--- src/rtl/fifo_row_reader.sv ---
// Reads ROW_WORDS words from a FIFO and presents them as one packed row,
// repeating for num_rows rows; abort flushes the FIFO and drops the transfer.
module fifo_row_reader #(
   parameter int WIDTH     = 32,
   parameter int ROW_WORDS = 4,
   parameter int CNT_W     = 8
) (
   input  logic                       CLK,
   input  logic                       RST,
   input  logic                       start,
   input  logic [CNT_W-1:0]           num_rows,
   input  logic                       abort,
   input  logic                       fifo_empty,
   input  logic [WIDTH-1:0]           fifo_dout,
   output logic                       fifo_read_en,
   output logic                       fifo_clear,
   output logic [WIDTH*ROW_WORDS-1:0] row_data,
   output logic                       row_valid,
   input  logic                       row_ready,
   output logic                       busy,
   output logic                       done
);

   localparam int WC_W = $clog2(ROW_WORDS + 1);
   localparam logic [WC_W-1:0]  WC_ONE   = WC_W'(1);
   localparam logic [WC_W-1:0]  WC_LAST  = WC_W'(ROW_WORDS - 1);
   localparam logic [WC_W-1:0]  WC_FULL  = WC_W'(ROW_WORDS);
   localparam logic [CNT_W-1:0] ROWS_ONE = CNT_W'(1);

   typedef enum logic [1:0] {
      IDLE,
      FETCH,
      PRESENT,
      DONE
   } state_t;

   state_t           state;
   state_t           state_nxt;
   logic [CNT_W-1:0] rows_left;
   logic [WC_W-1:0]  issued_cnt;
   logic [WC_W-1:0]  captured_cnt;
   logic             rd_pend;
   logic [WIDTH-1:0] row_mem [ROW_WORDS];

   logic kill;
   logic capture;
   logic last_cap;
   logic accept;
   logic launch;

   assign kill     = abort && (state != IDLE);
   assign capture  = rd_pend && !kill;
   assign last_cap = capture && (captured_cnt == WC_LAST);
   assign accept   = (state == PRESENT) && row_ready;
   assign launch   = (state == IDLE) && start;

   always_ff @(posedge CLK) begin
      if (RST) begin
         state <= IDLE;
      end else begin
         state <= state_nxt;
      end
   end

   always_comb begin
      state_nxt    = state;
      fifo_read_en = 1'b0;
      fifo_clear   = 1'b0;
      row_valid    = 1'b0;
      busy         = 1'b1;
      done         = 1'b0;
      unique case (state)
         IDLE: begin
            busy = 1'b0;
            if (start) begin
               state_nxt = (num_rows == '0) ? DONE : FETCH;
            end
         end
         FETCH: begin
            fifo_read_en = !fifo_empty && (issued_cnt < WC_FULL);
            if (last_cap) begin
               state_nxt = PRESENT;
            end
         end
         PRESENT: begin
            row_valid = 1'b1;
            if (row_ready) begin
               state_nxt = (rows_left == ROWS_ONE) ? DONE : FETCH;
            end
         end
         DONE: begin
            done      = 1'b1;
            state_nxt = IDLE;
         end
         default: state_nxt = IDLE;
      endcase
      // abort wins over every transition; reset wins over abort
      if (kill) begin
         state_nxt    = IDLE;
         fifo_read_en = 1'b0;
         row_valid    = 1'b0;
         done         = 1'b0;
         fifo_clear   = 1'b1;
      end
      if (RST) begin
         fifo_read_en = 1'b0;
         fifo_clear   = 1'b0;
         done         = 1'b0;
      end
   end

   always_ff @(posedge CLK) begin
      if (RST || kill) begin
         rows_left    <= '0;
         issued_cnt   <= '0;
         captured_cnt <= '0;
         rd_pend      <= 1'b0;
         for (int k = 0; k < ROW_WORDS; k++) begin
            row_mem[k] <= '0;
         end
      end else begin
         rd_pend <= fifo_read_en;
         if (launch) begin
            rows_left    <= num_rows;
            issued_cnt   <= '0;
            captured_cnt <= '0;
         end else if (accept) begin
            rows_left    <= rows_left - ROWS_ONE;
            issued_cnt   <= '0;
            captured_cnt <= '0;
         end else begin
            if (fifo_read_en) begin
               issued_cnt <= issued_cnt + WC_ONE;
            end
            if (capture) begin
               captured_cnt <= captured_cnt + WC_ONE;
            end
         end
         for (int k = 0; k < ROW_WORDS; k++) begin
            if (capture && (captured_cnt == WC_W'(k))) begin
               row_mem[k] <= fifo_dout;
            end
         end
      end
   end

   for (genvar g = 0; g < ROW_WORDS; g++) begin : g_pack
      assign row_data[g*WIDTH +: WIDTH] = row_mem[g];
   end

endmodule

--- config.mk ---
export PLATFORM = sky130hd
export DESIGN_NAME = fifo_row_reader
export DESIGN_NICKNAME = d
export VERILOG_FILES = /design/src/rtl/fifo_row_reader.sv
export SDC_FILE = /design/constraint.sdc
export NUM_CORES = 1
export LEC_CHECK = 0
export CAP_MARGIN = 5
export CORE_AREA = 2 2 102 123
export CTS_CLUSTER_SIZE = 20
export DETAILED_ROUTE_END_ITERATION = 6
export DIE_AREA = 0 0 104 125
export PLACE_DENSITY = 0.87
export SETUP_SLACK_MARGIN = 0.05
export SLEW_MARGIN = 10
export SYNTH_ARGS = -nofsm -noshare
export SYNTH_HDL_FRONTEND = slang
export SYNTH_SLANG_ARGS = --single-unit
--- constraint.sdc ---
create_clock -name CLK -period 6.1 [get_ports CLK]
set_input_delay 1.525 -clock CLK [delete_from_list [all_inputs] [get_ports CLK]]
set_output_delay 1.525 -clock CLK [all_outputs]
set_load 0.01 [all_outputs]
Yosys cells after proc, flatten, opt, wreduce, memory -nomap -nowiden
Memory sizes are Yosys's and may differ from the RTL's.
Cells that the tools add are included.
Widths: inputs -> output; s select.
{"block": "classes", "reduce_logical": 20, "n_bitwise": 4, "order_cmp": 1, "add_sub_neg": 3, "n_mux": 37, "n_eq_ne": 10}
{"operator": "$mux 32", "n": 4}
{"operator": "$mux 1", "n": 25}
{"operator": "$mux 8", "n": 2}
{"operator": "$mux 2", "n": 5}
{"operator": "$logic_and 1x1->1", "n": 9}
{"operator": "$eq 8x1->1 const B", "n": 1}
{"operator": "$logic_not 8->1", "n": 1}
{"operator": "$pmux 2 s4", "n": 1}
{"operator": "$sub 8x1->8 const B", "n": 1}
{"operator": "$add 3x1->3 const B", "n": 2}
{"operator": "$eq 3x2->1 const B", "n": 2}
{"operator": "$ne 2x2->1 const B", "n": 3}
{"operator": "$eq 2x2->1 const B", "n": 2}
{"operator": "$or 1x1->1", "n": 4}
{"operator": "$reduce_bool 2->1", "n": 2}
{"operator": "$eq 3x1->1 const B", "n": 1}
{"operator": "$logic_not 3->1", "n": 1}
{"operator": "$lt 3x3->1 const B", "n": 1}
{"operator": "$reduce_and 3->1", "n": 1}
{"operator": "$reduce_or 3->1", "n": 1}
{"operator": "$eq 2x1->1 const B", "n": 1}
{"operator": "$logic_not 1->1", "n": 2}
{"operator": "$logic_not 2->1", "n": 1}
{"operator": "$reduce_or 2->1", "n": 1}
{"operator": "$logic_or 1x1->1", "n": 1}
{"block": "totals", "ff_bits": 17, "output_inout_bits": 133, "elab_cells": 81, "mem_bits_rw": 128, "in_bits": 46, "n_memories": 1}
{"name": "row_mem", "depth": 4, "word_bits": 32, "read_ports": 4, "rd_clocked_by_memory_dff": 0, "wr": 4, "line_no": "43", "text": "logic [WIDTH-1:0] row_mem [ROW_WORDS];"}

Depth between registers and ports, before layout
{"block": "logic_depth", "word_depth": 9, "mapped_depth": 6, "ltp_nobuf": 6}

Worst setup path after synthesis
OpenSTA, ideal clock, no wires.
{"block": "synth_timing", "path_type": "in2out", "from": "input RST", "to": "output done", "required_ns": 4.575, "path_slack_ns": 2.390, "cell_stages": 3, "path_buffers": 1, "t_arrival_ns": 2.185, "path_cell_list": "buf_4 a21oi_1 and3_1"}
{"block": "synth_via", "elab_chain_len": 1}
{"item": "from (decl)", "line_no": "9", "text": "input logic RST,"}
{"item": "$mux 1", "line_no": "105", "text": "if (RST) begin"}
{"item": "to (decl)", "line_no": "21", "text": "output logic done"}
Every way passes these cells.

Final worst setup path
Same ends and word-level chain as after synthesis.

==> impl_results.md <==
- Status: completed
- Distinct cells, synth: 48
- Slowest cell on crit path: clkdlybuf4s50_1
- Crit-path max FO: 9
- CP delay by family, top: buffers and inverters
- Initial antenna violation count: 0
- Multi-input gate area: approximately 1600 sq um
- Number of enable flip-flop cells after synthesis: 128
- Finished Core Util: 0.708
- P&R area growth vs syn: 42.7%
- Die height: 125 um
- Total track usage: 0.221
- CTS Buf Count: 17
- RSZ-0062 raised after global routing: no
- Final Routed Wirelength: around 14000 um
- Cts repair resizes: 0
- CP required: 4580 ps
- Final period util: 0.803
- Post-synth net total: 453
- Pre-CTS WS: roughly 1200 ps
- Fin. Hold Viols: 0
- CP Cell Sequence: clkdlybuf4s50_1 -> a21oi_1 -> and3_1 -> clkdlybuf4s50_1
- Die area: between 10000 and 15000 sq um
- DR WL/cell: between 15 and 20 um
- Number of iterations in the first detailed-routing pass: 4
- H-tree depth: 4
- Vias: around 3900
- Core area: between 10000 and 15000 sq um
- Synth Flop Type: edfxtp_1
- Vias in the first global route: approximately 4000
- Yosys top cell area share: 0.651
- Final setup fails: 0
- Number of I/O port buffers: approximately 180
- Fin. max-slew vios: 0
- Global-route wire length before repair: between 20000 and 25000 um
- DRT iter0 DRCs: about 180
- Reg area: between 4000 and 5000 sq um
- DP HPWL: approximately 9700 um
- Hold slack final: 524 ps
- Row cnt: between 40 and 50
- Gate Count Post-Synth: about 400
- Antenna viol nets, final: 0
- Dpl cell area: between 7000 and 8000 sq um
- Grt total ovfl: 0
- Hold Buf Count CTS: 0
- ANT cells: 0
- I/O pins: about 180
- Initial core utilization: 0.496
- Largest net degree at the start of global routing: 33
- Finished Cell Area: ~8400 sq um
- Clk Latency, worst-skew pair: roughly 410 ps
- Final nets: 640
- Yosys warns: 0
- Most common cell on crit path: clkdlybuf4s50_1
- WP data arrival: roughly 3400 ps
- Worst setup path class: input port to output port
- Top cells by area, synth: edfxtp_1, and2_1, dfxtp_1
- Clk sink count: approximately 150
- Fraction of registers with async set/reset: 0
- Worst path max stage delay: ~650 ps
- Root buffer cell: clkbuf_16
- CP bufs+invs: 2
- Synth area leader: edfxtp_1
- Share of layout cells above drive strength 1: 0.0935
- Crit path capture type: output port
- Setup ws final: approximately 1200 ps
- CTS max path bufs: 2
- CTS tree: yes
- Setup Skew: 13.4 ps
- Pwr/cell area: 285 nW/um^2
- P_leak: around 3.1 nW
- Post-Synthesis Cell Area: approximately 5900 sq um
- Fin Setup TNS: 0 ps
- Relative slew margins: 0.369
- Register area share after synthesis: 0.709
- Worst-Margin Slew: between 900 and 1000 ps
- Reg clk slew, reported paths: about 60 ps
- FF+latch count, synth: about 150
- Post-route DRC: 0
- Startpoint types: input port
- Via density: just over 5
- Worst vdd ir: approximately 220 uV
- Routability cong.: about 0.84
- Post-layout min period: between 4000 and 5000 ps
- Max-cap violation count: 0
- Fmax: around 200 MHz
- Fill count: between 800 and 900
- Worst Hold Class: register to register
- Die span in x: between 100 and 150 um
- Setup Fix Bufs, Post-CTS: 0
- Syn Area/Cell: roughly 15 sq um
==> tightest hold or removal path, stage by stage, from the launching register on <==
cell,delay (ps)
dfxtp_1,340
nor2_1,60
nor3_2,90
==> area by class of cell <==
class | instances | area share
inverter | 8 | 0.00357
sequential | 145 | 0.497
clock buffer | 17 | 0.0505
tap | 161 | 0.0239
multi-input combinational | 229 | 0.189
clock inverter | 15 | 0.0187
timing repair buffer | 185 | 0.218
==> cells in the final DEF (no fill, tap or decap), types with 3 or more instances in the layout <==
cell type / netlist / final
a21o_1: 4 / 4
inv_1: 8 / 8
edfxtp_1: 128 / 128
nor3_1: 3 / 3
nand3_1: 3 / 3
and2_1: 129 / 129
buf_4: 1 / 7
nor2_1: 24 / 23
a21oi_1: 10 / 10
inv_6: 0 / 5
clkbuf_16: 0 / 17
ha_1: 8 / 8
clkdlybuf4s50_1: 0 / 178
and3b_1: 3 / 3
dfxtp_1: 17 / 17
clkinvlp_4: 0 / 4
nor4b_4: 4 / 4
==> where the power goes <==
group          internal (mW)  leakage (nW)  switching [mW]  total (mW)
Sequential              1.13          1.49          0.0214        1.15
Combinational          0.121          1.38           0.110       0.231
Clock                  0.607         0.274           0.409        1.02
Total                   1.86          3.14           0.541        2.40
==> flip-flops by register name, summed over array words and instances, names as in the netlist <==
name / cells
rd_pend: 1
state: 2
row_mem: 128
captured_cnt: 3
rows_left: 8
issued_cnt: 3
==> routing by layer <==
layer | wire length (um) | track usage | vias to the layer above
met4 | 269 | 0.0811 | 0
met2 | 7420 | 0.394 | 179
met3 | 936 | 0.0631 | 23
li1 | - | - | 1793
met1 | 5430 | 0.252 | 1869
met5 | 0 | 0 | -
==> worst paths after layout <==
kind | from | end | slack (ps) | depth (start not counted)
worst max-delay path | RST | done | 1200 | 4
worst min-delay path | issued_cnt[1] | issued_cnt[1] | 520 | 2
worst max register to register | state[1] | row_mem[1][21] | 3440 | 4
worst min register to register | issued_cnt[1] | issued_cnt[1] | 520 | 2
==> synthesized netlist by cell type (2+ instances only) <==
cell and number:
buf_6 3, nor3_1 3, nand3_1 3, a221oi_1 2, a21o_1 4, o21ai_0 2
edfxtp_1 128, and3b_1 3, nand2_1 3, nand2b_1 2, and2_1 129, nor2_1 24
nor4b_4 4, inv_1 8, clkbuf_2 9, xnor2_1 2, a21oi_1 10, a31oi_1 2
dfxtp_1 17, nand2_4 2, clkbuf_1 4, ha_1 8, or3_1 2
==> metrics by stage <==
| stage | total power, mW | std cells |
|---|---|---|
| after floorplan | 1.25 | 399 |
| after global placement | 1.40 | 728 |
| after detailed placement | 1.41 | 728 |
| after CTS | 2.42 | 760 |
| after global routing | 2.48 | 760 |
| final | 2.40 | 760 |
==> cell families after synthesis <==
group / Yosys count / share of synthesized area
AO/OA/AOI/OAI: 31 / 0.0401
AND/OR/NAND/NOR: 188 / 0.209
buffers and inverters: 25 / 0.0223
flip-flops: 145 / 0.709
XOR/XNOR: 2 / 0.00297
adder cells (fa/ha/maj): 8 / 0.0170
No activity file was read; power rests on OpenSTA's default activity.
